### src/rtl/led_dimmer_pkg.sv
// ---------------------------------------------------------------------------
// led_dimmer_pkg
// Shared definitions for the LED dimmer path.
//   - fade_state_e : state encoding of the brightness sequencer
//   - DEF_DUTY_W   : default width of duty/target/step words
//   - DEF_HOLD_W   : default width of the endpoint hold counter (in ticks)
// ---------------------------------------------------------------------------
package led_dimmer_pkg;

  localparam int DEF_DUTY_W = 8;
  localparam int DEF_HOLD_W = 8;

  typedef enum logic [1:0] {
    ST_IDLE = 2'd0,
    ST_RAMP = 2'd1,
    ST_HOLD = 2'd2
  } fade_state_e;

endpackage : led_dimmer_pkg

### src/rtl/fade_step_sat.sv
// ---------------------------------------------------------------------------
// fade_step_sat
// Combinational saturating step: moves cur one step of size stp toward goal
// and never overshoots goal or wraps the word.
// Ports:
//   cur       in  W  current duty
//   goal      in  W  destination duty
//   stp       in  W  step size
//   next_duty out W  cur stepped toward goal, clamped to goal
// ---------------------------------------------------------------------------
module fade_step_sat #(
  parameter int W = 8
) (
  input  logic [W-1:0] cur,
  input  logic [W-1:0] goal,
  input  logic [W-1:0] stp,
  output logic [W-1:0] next_duty
);

  // One extra bit so the carry/borrow is visible instead of wrapping.
  logic [W:0] w_up;
  logic [W:0] w_dn;

  assign w_up = {1'b0, cur} + {1'b0, stp};
  assign w_dn = {1'b0, cur} - {1'b0, stp};

  always_comb begin
    next_duty = cur;
    if (cur < goal) begin
      next_duty = (w_up >= {1'b0, goal}) ? goal : w_up[W-1:0];
    end else if (cur > goal) begin
      // Borrow bit set means the subtraction went below zero.
      next_duty = (w_dn[W] || (w_dn[W-1:0] <= goal)) ? goal : w_dn[W-1:0];
    end
  end

endmodule : fade_step_sat

### src/rtl/led_fade_ctrl.sv
// ---------------------------------------------------------------------------
// led_fade_ctrl
// Brightness sequencer: ramps the PWM duty word toward a programmed target,
// one step per divider tick. Breathe mode oscillates between the start level
// and the target with an optional dwell at each endpoint.
// Ports:
//   clk        in  1       system clock, rising edge
//   rst        in  1       asynchronous active-high reset
//   tick       in  1       one-cycle step strobe from the divider
//   start      in  1       begin a fade (sampled only in IDLE)
//   stop       in  1       abort; duty freezes (beats start and tick)
//   breathe    in  1       continuous oscillation, latched at start
//   target     in  DUTY_W  destination duty, latched at start
//   step       in  DUTY_W  increment per tick (0 means 1), latched at start
//   hold_ticks in  HOLD_W  endpoint dwell in ticks, latched at start
//   duty       out DUTY_W  registered duty word
//   busy       out 1       registered, high in RAMP or HOLD
//   done       out 1       registered one-cycle pulse on normal completion
// ---------------------------------------------------------------------------
module led_fade_ctrl
  import led_dimmer_pkg::*;
#(
  parameter int DUTY_W = DEF_DUTY_W,
  parameter int HOLD_W = DEF_HOLD_W
) (
  input  logic              clk,
  input  logic              rst,
  input  logic              tick,
  input  logic              start,
  input  logic              stop,
  input  logic              breathe,
  input  logic [DUTY_W-1:0] target,
  input  logic [DUTY_W-1:0] step,
  input  logic [HOLD_W-1:0] hold_ticks,
  output logic [DUTY_W-1:0] duty,
  output logic              busy,
  output logic              done
);

  fade_state_e       r_state;
  logic [DUTY_W-1:0] r_duty;
  logic              r_busy;
  logic              r_done;
  logic [DUTY_W-1:0] r_hi_lvl;
  logic [DUTY_W-1:0] r_lo_lvl;
  logic [DUTY_W-1:0] r_goal;
  logic [DUTY_W-1:0] r_stp;
  logic [HOLD_W-1:0] r_hold;
  logic              r_brth;
  logic [HOLD_W-1:0] r_hold_cnt;

  fade_state_e       w_state_next;
  logic [DUTY_W-1:0] w_duty_next;
  logic              w_done_next;
  logic [DUTY_W-1:0] w_hi_next;
  logic [DUTY_W-1:0] w_lo_next;
  logic [DUTY_W-1:0] w_goal_next;
  logic [DUTY_W-1:0] w_stp_next;
  logic [HOLD_W-1:0] w_hold_next;
  logic              w_brth_next;
  logic [HOLD_W-1:0] w_hold_cnt_next;

  logic [DUTY_W-1:0] w_stepped;
  logic [DUTY_W-1:0] w_goal_swap;
  logic              w_at_goal;

  fade_step_sat #(.W(DUTY_W)) u_step (
    .cur       (r_duty),
    .goal      (r_goal),
    .stp       (r_stp),
    .next_duty (w_stepped)
  );

  assign w_at_goal   = (r_duty == r_goal);
  // When hi==lo both branches give the same level, so duty simply stays put.
  assign w_goal_swap = (r_goal == r_hi_lvl) ? r_lo_lvl : r_hi_lvl;

  always_comb begin
    w_state_next    = r_state;
    w_duty_next     = r_duty;
    w_done_next     = 1'b0;
    w_hi_next       = r_hi_lvl;
    w_lo_next       = r_lo_lvl;
    w_goal_next     = r_goal;
    w_stp_next      = r_stp;
    w_hold_next     = r_hold;
    w_brth_next     = r_brth;
    w_hold_cnt_next = r_hold_cnt;

    if (stop) begin
      // Abort wins over everything else this cycle; duty is left frozen.
      w_state_next = ST_IDLE;
    end else begin
      case (r_state)
        ST_IDLE: begin
          if (start) begin
            w_hi_next    = target;
            w_lo_next    = r_duty;
            w_goal_next  = target;
            w_stp_next   = (step == '0) ? DUTY_W'(1) : step;
            w_hold_next  = hold_ticks;
            w_brth_next  = breathe;
            w_state_next = ST_RAMP;
          end
        end

        ST_RAMP: begin
          // Endpoint handling takes precedence over a coincident tick.
          if (w_at_goal) begin
            if (!r_brth) begin
              w_state_next = ST_IDLE;
              w_done_next  = 1'b1;
            end else if (r_hold == '0) begin
              w_goal_next = w_goal_swap;
            end else begin
              w_hold_cnt_next = r_hold;
              w_state_next    = ST_HOLD;
            end
          end else if (tick) begin
            w_duty_next = w_stepped;
          end
        end

        ST_HOLD: begin
          if (tick) begin
            w_hold_cnt_next = r_hold_cnt - HOLD_W'(1);
            // Counter hitting zero on this tick ends the dwell.
            if (r_hold_cnt <= HOLD_W'(1)) begin
              w_hold_cnt_next = '0;
              w_goal_next     = w_goal_swap;
              w_state_next    = ST_RAMP;
            end
          end
        end

        default: begin
          w_state_next = ST_IDLE;
        end
      endcase
    end
  end

  always_ff @(posedge clk or posedge rst) begin
    if (rst) begin
      r_state    <= ST_IDLE;
      r_duty     <= '0;
      r_busy     <= 1'b0;
      r_done     <= 1'b0;
      r_hi_lvl   <= '0;
      r_lo_lvl   <= '0;
      r_goal     <= '0;
      r_stp      <= '0;
      r_hold     <= '0;
      r_brth     <= 1'b0;
      r_hold_cnt <= '0;
    end else begin
      r_state    <= w_state_next;
      r_duty     <= w_duty_next;
      r_busy     <= (w_state_next != ST_IDLE);
      r_done     <= w_done_next;
      r_hi_lvl   <= w_hi_next;
      r_lo_lvl   <= w_lo_next;
      r_goal     <= w_goal_next;
      r_stp      <= w_stp_next;
      r_hold     <= w_hold_next;
      r_brth     <= w_brth_next;
      r_hold_cnt <= w_hold_cnt_next;
    end
  end

  assign duty = r_duty;
  assign busy = r_busy;
  assign done = r_done;

endmodule : led_fade_ctrl

### config.mk
export PLATFORM = sky130hd
export DESIGN_NAME = led_fade_ctrl
export DESIGN_NICKNAME = d
export VERILOG_FILES = /design/src/rtl/led_dimmer_pkg.sv /design/src/rtl/fade_step_sat.sv /design/src/rtl/led_fade_ctrl.sv
export SDC_FILE = /design/constraint.sdc
export NUM_CORES = 1
export LEC_CHECK = 0
export CORE_AREA = 2 2 96 98
export CTS_CLUSTER_SIZE = 30
export DETAILED_ROUTE_END_ITERATION = 7
export DIE_AREA = 0 0 98 100
export PLACE_DENSITY = 0.71
export SYNTH_ARGS = -nofsm -noshare
export SYNTH_HDL_FRONTEND = slang
export SYNTH_SLANG_ARGS = --single-unit
### constraint.sdc
create_clock -name clk -period 7.7 [get_ports clk]
set_input_delay 0.77 -clock clk [delete_from_list [all_inputs] [get_ports clk]]
set_output_delay 0.77 -clock clk [all_outputs]
set_load 0.01 [all_outputs]
Yosys cells after proc, flatten, opt, wreduce, memory -nomap -nowiden
Index checks and enable logic that the tools add are counted.
- flip-flop bits (word level): 61
- logic and storage cells: 75
- output and inout bits: 10
- input bits: 30
- bitwise operators: 2
- reductions and logical operators: 12
- equal/unequal tests: 11
- $lt $le $gt $ge: 5
- muxes and demuxes: 31
- add/subtract/negate cells: 3
- operators by type and width (kind ; number):
    8-bit 2-to-1 mux ; 17
    8-bit one-hot mux with 3 select lines ; 1
    8-bit == test ; 2
    8-bit zero test ; 2
    8-bit one-hot mux with 2 select lines ; 1
    2-bit 2-to-1 mux ; 7
    2-bit inequality test (second input constant) ; 7
    8-bit by 8-bit adder with 9-bit output ; 1
    9-bit by 8-bit >= comparator with 1-bit output ; 1
    8-bit by 8-bit subtractor with 9-bit output ; 1
    8-bit > comparator ; 1
    8-bit by 1-bit <= comparator with 1-bit output (second input constant) ; 1
    8-bit <= comparator ; 1
    8-bit < comparator ; 1
    8-bit AND reduction ; 1
    8-bit by 1-bit subtractor with 8-bit output (second input constant) ; 1
    2-bit one-hot mux with 3 select lines ; 1
    6-bit AND reduction ; 1
    2-bit nonzero test ; 3
    5-bit AND reduction ; 1
    1-bit 2-to-1 mux ; 4
    3-bit AND reduction ; 1
    3-bit nonzero test ; 1
    2-bit by 1-bit == test with 1-bit output (second input constant) ; 1
    other kinds (4) ; 5

Longest topological paths before layout
Gate-level depths: netlist of run 1.
- word-level depth: 7
- mapped depth: 17
- depth with buffers taken out: 15

By module
A second synthesis of run 1 with hierarchy kept.
- cell total of the unflattened synthesis: 491
- area total of the unflattened synthesis: 4822.1 µm²
- modules (own cells, without submodules) (module ; cells an instance ; area each (µm²) ; times used ; seq. area each (µm²)):
    led_fade_ctrl ; 276 ; 3151.8 ; 1 ; 1526.5
    fade_step_sat ; 215 ; 1670.4 ; 1 ; 0.0

Least setup slack after synthesis of run 1
OpenSTA, ideal clock, no wires.
- path kind: register to register
- from: reg r_duty[0] (netlist: duty[0])
- to: reg r_duty[2] (netlist: duty[2])
- arrival: 3.484 ns
- library setup time: 0.123 ns
- stages on the path, launching flop included: 18
- required time: 7.577 ns
- period minus slack after synthesis: 3.607 ns
- buffers on the path: 2
- slack: 4.093 ns
- cells stage by stage: dfrtp_1 inv_1 ha_1 inv_1 fa_1 a21oi_1 nand4b_1 nand2_1 xnor2_1 ha_1 nand4_1 a211oi_1 or4_1 clkbuf_1 and2_1 buf_2 mux2_2 o221a_2
- word-level cells in the longest chain between the ends: 6
- elaborated cells on any way between the ends: 15
- those cells by class: 2 x add/sub; 4 x order compare; 1 x eq/ne; 4 x mux; 1 x bitwise; 3 x reduce/logical
- ends and longest elaborated chain (element ; line ; source):
    from (decl) ; led_fade_ctrl.sv:41 ; logic [DUTY_W-1:0] r_duty;
    from (signal assigned) ; led_fade_ctrl.sv:158 ; r_duty <= w_duty_next;
    8-bit by 8-bit subtractor with 9-bit output ; fade_step_sat.sv:25 ; assign w_dn = {1'b0, cur} - {1'b0, stp};
    8-bit <= comparator ; fade_step_sat.sv:33 ; next_duty = (w_dn[W] || (w_dn[W-1:0] <= goal)) ? goal : w_dn[W-1:0];
    1-bit logical OR ; fade_step_sat.sv:33 ;
    8-bit 2-to-1 mux ; fade_step_sat.sv:33 ;
    8-bit 2-to-1 mux ; fade_step_sat.sv:31 ; end else if (cur > goal) begin
    8-bit 2-to-1 mux ; fade_step_sat.sv:29 ; if (cur < goal) begin
Several ways; a longest one is shown, not always the timed one. The select of a mux whose other input is x is not followed.
A chain may end at the register's enable or synchronous reset.

Worst setup path after layout of run 1
Ends and elaborated chain as after synthesis.

==> summary.md, run 1 <==
Status
• finished, final reports clean — result of the run

Layout
• 0 — number of inserted diodes
• 15.86% — Synth-to-Final Area Change
• 794 — count of filler cells inserted in the layout
• 576 — layout net count
• 614 — final standard cell count with taps included and fillers excluded
• 14.51% — fraction of layout cells with a size suffix above 1

Clock network
• 9 — TritonCTS Buffers
• 0 — number of post-CTS setup repair buffers
• 2 — number of buffers on the longest clock path
• done — clock tree from TritonCTS
• 0 — number of hold-repair buffers added at the cts stage
• 350 ps — clock latency of the later-clocked register in the worst-skew pair
• 0 — post-cts repair resize count
• 61 — Sinks on Clock Net
• 80 ps — clock input transition at the sequential cells of the worst setup and hold paths
• 3 — level count of the clock H-tree
• sky130_fd_sc_hd__clkbuf_8 — cell at the root of the clock tree

Global routing
• 0 — leftover overflow at the end of global routing
• met2 — busiest layer in global routing
• 3.969% — GR Layer Usage met3
• 62 — largest net degree at the start of global routing
• 38.88% — Global Route met2 Usage
• 17.68 mm — wire length of the first global-routing pass
• 28.05% — GR Util met1
• 0 — initial antenna violation count
• 22.37% — overall global routing resource usage
• 3569 — number of global-route vias before repair

Placed design
• 7.902 mm — Detailed Place HPWL
• 3812 ps — setup slack at placement
• 598 — number of placed instances, taps included
• 0.9690 — gp weighted congestion
• 39 — number of port buffers

Floorplan
• 8890 um^2 — core area
• 9800 um^2 — die footprint
• 35 — number of cell rows
• 100 um — height of the die
• 40 — count of pins on the block boundary
• 98 um — width of the die
• 49.33% — effective utilization at floorplan

Logic synthesis
• 537 — post-synthesis net count
• sky130_fd_sc_hd__dfrtp_1, sky130_fd_sc_hd__ha_1, sky130_fd_sc_hd__nand2_1, sky130_fd_sc_hd__mux2_2, sky130_fd_sc_hd__a21oi_1 — most numerous cell types in the synthesized netlist
• 9.554 um^2 — average size of a mapped cell
• 61 — Yosys reg bits
• sky130_fd_sc_hd__dfrtp_1 — cell with the most instances after synthesis
• 4385 um^2 — netlist area before placement
• sky130_fd_sc_hd__dfrtp_1 — library cell occupying the most area in the post-synthesis netlist
• 459 — post-synthesis cell count
• 34.81% — proportion of netlist area held by the largest area contributor
• 62 — count of unique library cells instantiated by Yosys
• sky130_fd_sc_hd__dfrtp_1 — Top FF cell, synth
• 0 — number of enable-type register cells in the synthesized netlist
• 0 — total number of yosys warnings
• 34.81% — register area share after synthesis
• sky130_fd_sc_hd__dfrtp_1, sky130_fd_sc_hd__ha_1, sky130_fd_sc_hd__mux2_2 — top post-synthesis cells by area
• 100.0% — ys async rst share

Setup path
• flop — kind of end point of the critical path
• duty[2] — end of the worst register-to-register path
• 8 — Crit Path Max Fanout
• flop — CP Launch Type
• duty[0] — launch instance of the worst register-to-register path
• 4160 ps — data arrival at the endpoint of the critical path
• 3780 ps — FF-to-FF setup slack
• duty[0] — Crit. Startpoint
• 15 — worst reg-to-reg path cell count
• reg -> reg — worst setup path class
• 7930 ps — data required time of the critical path
• duty[2] — destination of the critical timing path

Job
• 0 — max_cap viols

Timing
• false — unrepaired setup endpoints after global routing
• 3922 ps — clock period minus final worst setup slack
• 47.73% — worst relative slew slack
• 0 ps — sum of negative setup slack
• 0 — Hold Vio Cnt, Final
• 50.93% — post-route clock period utilization
• 3778 ps — Final Worst Setup Slack
• 0 — final number of max-transition violations
• 13.89 ps — Worst Skew
• 0.2550 GHz — maximum frequency from static timing analysis
• 0 — Finish-stage setup viols
• 775.9 ps — Slew @ Worst Pin

Power
• 59.4% — fraction of power consumed by combinational cells
• 45.52% — Sw Share
• 412.1 nW/um^2 — power per cell area
• 0.9533 mW — switching power
• 26.5% — sequential fraction of design power
• 2.254 nW — reported leakage power
• 14.1% — share of power burned in the clock network
• 1.141 mW — internal power contribution
• 198.3 uV — peak supply drop

Route
• 4 — first drt pass iteration count
• 16.93 um — per-cell routed wire length
• 0 — DRC viols
• 0 — number of nets with antenna violations after detailed routing
• 5.839 — via/cell ratio
• 179 — Initial DRC Count
• 10.40 mm — final wirelength
• 3585 — via count of the routed design

Worst hold path
• reg -> reg — type of the tightest min-delay check

## registers in the layout, indices dropped and copies added, names as in the netlist
register and cells:
r_brth 1, r_hi_lvl 8, r_stp 8, busy 1
duty 8, r_goal 8, r_hold_cnt 8, r_lo_lvl 8
r_hold 8, done 1, r_state 2
## how the worst min path moves through the flow
stage / start / end / slack, ps / cells past startpoint
global placement: r_lo_lvl[5] / r_lo_lvl[5] / 500 / 1
global route: r_hold_cnt[6] / r_hold_cnt[6] / 530 / 1
floorplan: r_lo_lvl[0] / r_lo_lvl[0] / 450 / 2
CTS: r_lo_lvl[3] / r_lo_lvl[3] / 520 / 1
detailed placement: r_lo_lvl[6] / r_lo_lvl[6] / 500 / 1
finish: r_lo_lvl[3] / r_lo_lvl[3] / 520 / 1
## layout make-up
class / count / area, um^2 / share of cell area (%)
Timing Repair Buffer: 42 / 412.9 / 8.126
Sequential cell: 61 / 1526 / 30.04
Multi-Input combinational cell: 349 / 2671 / 52.57
Clock buffer: 11 / 141.4 / 2.783
Clock inverter: 5 / 58.81 / 1.157
Tap cell: 111 / 138.9 / 2.733
Inverter: 35 / 131.4 / 2.586
## kinds of logic after synthesis
kind of cell,Yosys count,synth area share [%]
AOI/OAI and AO/OA,119,18.23
and+or+nand+nor,118,13.35
DFF,61,34.81
buffers and inverters,49,4.279
adders and majority gates,48,14.04
muxes,47,11.90
xor gates and xnor gates,17,3.395
## placed cells by master (no fill, tap or decap), types with 3 or more instances in the layout
cell and instances:
sky130_fd_sc_hd__nor4_1 5, sky130_fd_sc_hd__xnor2_1 7, sky130_fd_sc_hd__nor3_1 6, sky130_fd_sc_hd__o21bai_1 3
sky130_fd_sc_hd__mux2_2 41, sky130_fd_sc_hd__nor2b_1 4, sky130_fd_sc_hd__xor2_1 10, sky130_fd_sc_hd__a22oi_1 3
sky130_fd_sc_hd__nor2_1 28, sky130_fd_sc_hd__nand2_1 44, sky130_fd_sc_hd__clkbuf_8 10, sky130_fd_sc_hd__o221a_2 3
sky130_fd_sc_hd__clkdlybuf4s50_1 39, sky130_fd_sc_hd__a2bb2oi_1 3, sky130_fd_sc_hd__o21ai_0 25, sky130_fd_sc_hd__mux2i_1 6
sky130_fd_sc_hd__a211o_1 3, sky130_fd_sc_hd__ha_1 46, sky130_fd_sc_hd__nand3_1 3, sky130_fd_sc_hd__buf_4 3
sky130_fd_sc_hd__a31oi_1 10, sky130_fd_sc_hd__inv_1 33, sky130_fd_sc_hd__dfrtp_1 61, sky130_fd_sc_hd__a21oi_1 36
sky130_fd_sc_hd__nand2b_1 4, sky130_fd_sc_hd__o221ai_1 6
## stage by stage
step	total power, mW	hold slack, ps	util [%]	area (um^2)
final	2.094	515.9	57.16	5081
after CTS	2.091	520.9	57.16	5081
after global placement	1.738	495.8	54.91	4881
after global routing	2.274	532.3	57.16	5081
after floorplan	1.451	449.7	-	4385
after detailed placement	1.783	497.9	54.91	4881
## metal layers
layer	routed length, um	share of wire, %
met1	4410	42
met2	5296	51
met3	427	4.1
met4	260	2.5
met5	0	0
## power by group through the flow
stage	Sequential (mW)	Clock, mW	Combinational, mW
4_1_cts	0.555	0.305	1.23
3_3_place_gp	0.555	0	1.18
3_5_place_dp	0.561	0	1.22
5_1_grt	0.572	0.320	1.38
6_report	0.555	0.296	1.24
2_1_floorplan	0.526	0	0.925
## critical path: stages (launching register included)
cell                       delay, ps
sky130_fd_sc_hd__dfrtp_1         400
sky130_fd_sc_hd__inv_1           110
sky130_fd_sc_hd__ha_1            180
sky130_fd_sc_hd__inv_1            60
sky130_fd_sc_hd__fa_1            410
sky130_fd_sc_hd__a21oi_1         200
sky130_fd_sc_hd__nand4b_1        180
sky130_fd_sc_hd__nand2_1          80
sky130_fd_sc_hd__xnor2_1         190
sky130_fd_sc_hd__ha_1            300
sky130_fd_sc_hd__nand4_1         140
sky130_fd_sc_hd__o32ai_1         110
sky130_fd_sc_hd__a31oi_1         490
sky130_fd_sc_hd__and2_1          380
sky130_fd_sc_hd__mux2_2          370
sky130_fd_sc_hd__o221a_2         220
Power figures use the tool's default switching activity.
==> run 2, diff against run 1 <==
==> constraint.sdc (replaced) <==
create_clock -name clk -period 3.8 [get_ports clk]
set_input_delay 0.38 -clock clk [delete_from_list [all_inputs] [get_ports clk]]
set_output_delay 0.38 -clock clk [all_outputs]
set_load 0.01 [all_outputs]
==> summary.md, run 2 (synthesis gave the netlist of run 1 again) <==
Route
• 0 — DRC viols
• 10.97 mm — final wirelength
• 3760 — via count of the routed design
• 0 — number of nets with antenna violations after detailed routing
• 6 — first drt pass iteration count
• 17.47 um — per-cell routed wire length
• 238 — Initial DRC Count
• 5.987 — via/cell ratio

Clock network
• done — clock tree from TritonCTS
• 350 ps — clock latency of the later-clocked register in the worst-skew pair
• 80 ps — clock input transition at the sequential cells of the worst setup and hold paths
• 0 — number of hold-repair buffers added at the cts stage
• 3 — level count of the clock H-tree
• sky130_fd_sc_hd__clkbuf_8 — cell at the root of the clock tree
• 2 — number of buffers on the longest clock path
• 61 — Sinks on Clock Net
• 9 — TritonCTS Buffers

Setup path
• reg -> reg — worst setup path class
• 13 — worst reg-to-reg path cell count
• sky130_fd_sc_hd__a221oi_1 — slowest stage cell, crit path
• ha_1 -> fa_1 -> nand2b_1 -> a2bb2oi_1 -> a221oi_2 -> xnor2_1 -> ha_1 -> and3_1 -> a221oi_1 -> o211ai_2 -> buf_4 -> a211o_1 -> o221a_2 — cell chain of the critical path
• 420 ps — biggest cell delay along the critical path
• sky130_fd_sc_hd__ha_1 — Crit path top cell by count
• flop — CP Launch Type
• flop — kind of end point of the critical path
• 4040 ps — data required time of the critical path
• 4 — Crit Path Max Fanout
• 3940 ps — data arrival at the endpoint of the critical path

Timing
• 0 — Finish-stage setup viols
• 0 — Hold Vio Cnt, Final
• 102.5 ps — Final Worst Setup Slack
• 0.2705 GHz — maximum frequency from static timing analysis
• 97.30% — post-route clock period utilization
• 798.2 ps — Slew @ Worst Pin
• 0 ps — sum of negative setup slack
• 46.79% — worst relative slew slack
• 439.3 ps — worst hold slack
• 0 — final number of max-transition violations
• false — unrepaired setup endpoints after global routing
• 3698 ps — clock period minus final worst setup slack
• 11.21 ps — Worst Skew

Floorplan
• 100 um — height of the die
• 8890 um^2 — core area
• 98 um — width of the die
• 49.33% — effective utilization at floorplan
• 40 — count of pins on the block boundary
• 35 — number of cell rows
• 9800 um^2 — die footprint

Power
• 866.6 nW/um^2 — power per cell area
• 434.8 uV — peak supply drop
• 4.507 mW — Design Power
• 2.330 nW — reported leakage power

Layout
• 0 — number of inserted diodes
• 1526 um^2 — register area
• 761 — count of filler cells inserted in the layout
• 58.51% — fraction of the core area covered by cells at the end of the flow
• 2690 um^2 — multi-input combinational cell area
• 628 — final standard cell count with taps included and fillers excluded
• sky130_fd_sc_hd__dfrtp_1 — most common cell after layout, fill and taps aside
• 590 — layout net count
• sky130_fd_sc_hd__dfrtp_1, sky130_fd_sc_hd__ha_1, sky130_fd_sc_hd__nand2_1, sky130_fd_sc_hd__mux2_2, sky130_fd_sc_hd__clkdlybuf4s50_1 — most frequent cells in the layout
• 5201 um^2 — post-route cell area
• 17.79% — fraction of layout cells with a size suffix above 1
• 18.60% — Synth-to-Final Area Change

Global routing
• 23.61% — overall global routing resource usage
• 33 — largest net degree at the start of global routing
• 0 — initial antenna violation count
• 18.48 mm — wire length of the first global-routing pass
• 0 — leftover overflow at the end of global routing
• 3805 — number of global-route vias before repair

Placed design
• 0.9525 — gp weighted congestion
• 4979 um^2 — placed cell area
• 611 — number of placed instances, taps included
• 8.244 mm — Detailed Place HPWL
• 39 — number of port buffers
• 130.2 ps — setup slack at placement

Job
• 0 — max_cap viols

Worst hold path
• in -> async — type of the tightest min-delay check

Status
• finished, final reports clean — result of the run

run 2: changes by cell type in the layout (fill, tap and decap cells not counted), sizes merged:
cell / before / now
inv: 35 / 36
clkbuf: 11 / 9
clkinv: 2 / 3
buf: 3 / 17
run 2: cell type report:
type | count | area share [%]
Timing Repair Buffer | 56 | 9.959
Sequential cell | 61 | 29.35
Inverter | 35 | 2.526
Tap cell | 111 | 2.670
Clock inverter | 7 | 1.395
Multi-Input combinational cell | 349 | 51.72
Clock buffer | 9 | 2.382
run 2: what timing repair did:
item | in CTS | in global routing
setup buffers | 0 | 1
resized for setup | 0 | 4
setup endpoints to repair | 0 | 7
run 2: final timing paths:
kind,startpoint,to,slack (ps)
worst min-delay path,rst,r_hi_lvl[7],440
worst max-delay path,duty[0],duty[2],100
worst min register to register,r_lo_lvl[1],r_lo_lvl[1],510
worst max register to register,duty[0],duty[2],100
max in group asynchronous,rst,r_hold[5],2440
min in group clk,r_lo_lvl[1],r_lo_lvl[1],510
run 2: layer usage:
metal	vias to the layer above	share of wire [%]	GRT usage, %
met2	127	51	41.15
met3	34	4.3	4.318
li1	1773	-	-
met1	1826	41	28.75
met4	0	3.4	10.26
met5	-	0	0
run 2: worst max-delay path: cells and delay by family, from the launching register on:
kind | cells | cell delay, ps
AO/OA/AOI/OAI | 6 | 1510
adder cells (fa/ha/maj) | 3 | 940
flip-flops | 1 | 410
AND/OR/NAND/NOR | 2 | 310
buffers and inverters | 1 | 210
XOR/XNOR | 1 | 200
run 2: power by group:
| group | internal (mW) | total (mW) | switching [mW] |
|---|---|---|---|
| Sequential | 0.860 | 1.08 | 0.219 |
| Clock | 0.305 | 0.590 | 0.285 |
| Combinational | 1.29 | 2.84 | 1.55 |
| Total | 2.46 | 4.51 | 2.05 |
==> run 3, diff against run 2 <==
--- a/config.mk
+++ b/config.mk
@@ -5,6 +5,7 @@
 export SDC_FILE = /design/constraint.sdc
 export NUM_CORES = 1
 export LEC_CHECK = 0
+export CAP_MARGIN = 20
 export CORE_AREA = 2 2 96 98
 export CTS_CLUSTER_SIZE = 30
 export DETAILED_ROUTE_END_ITERATION = 7
==> results of run 3 <==
The final DEF is identical to that of run 2; final timing and power are the same.
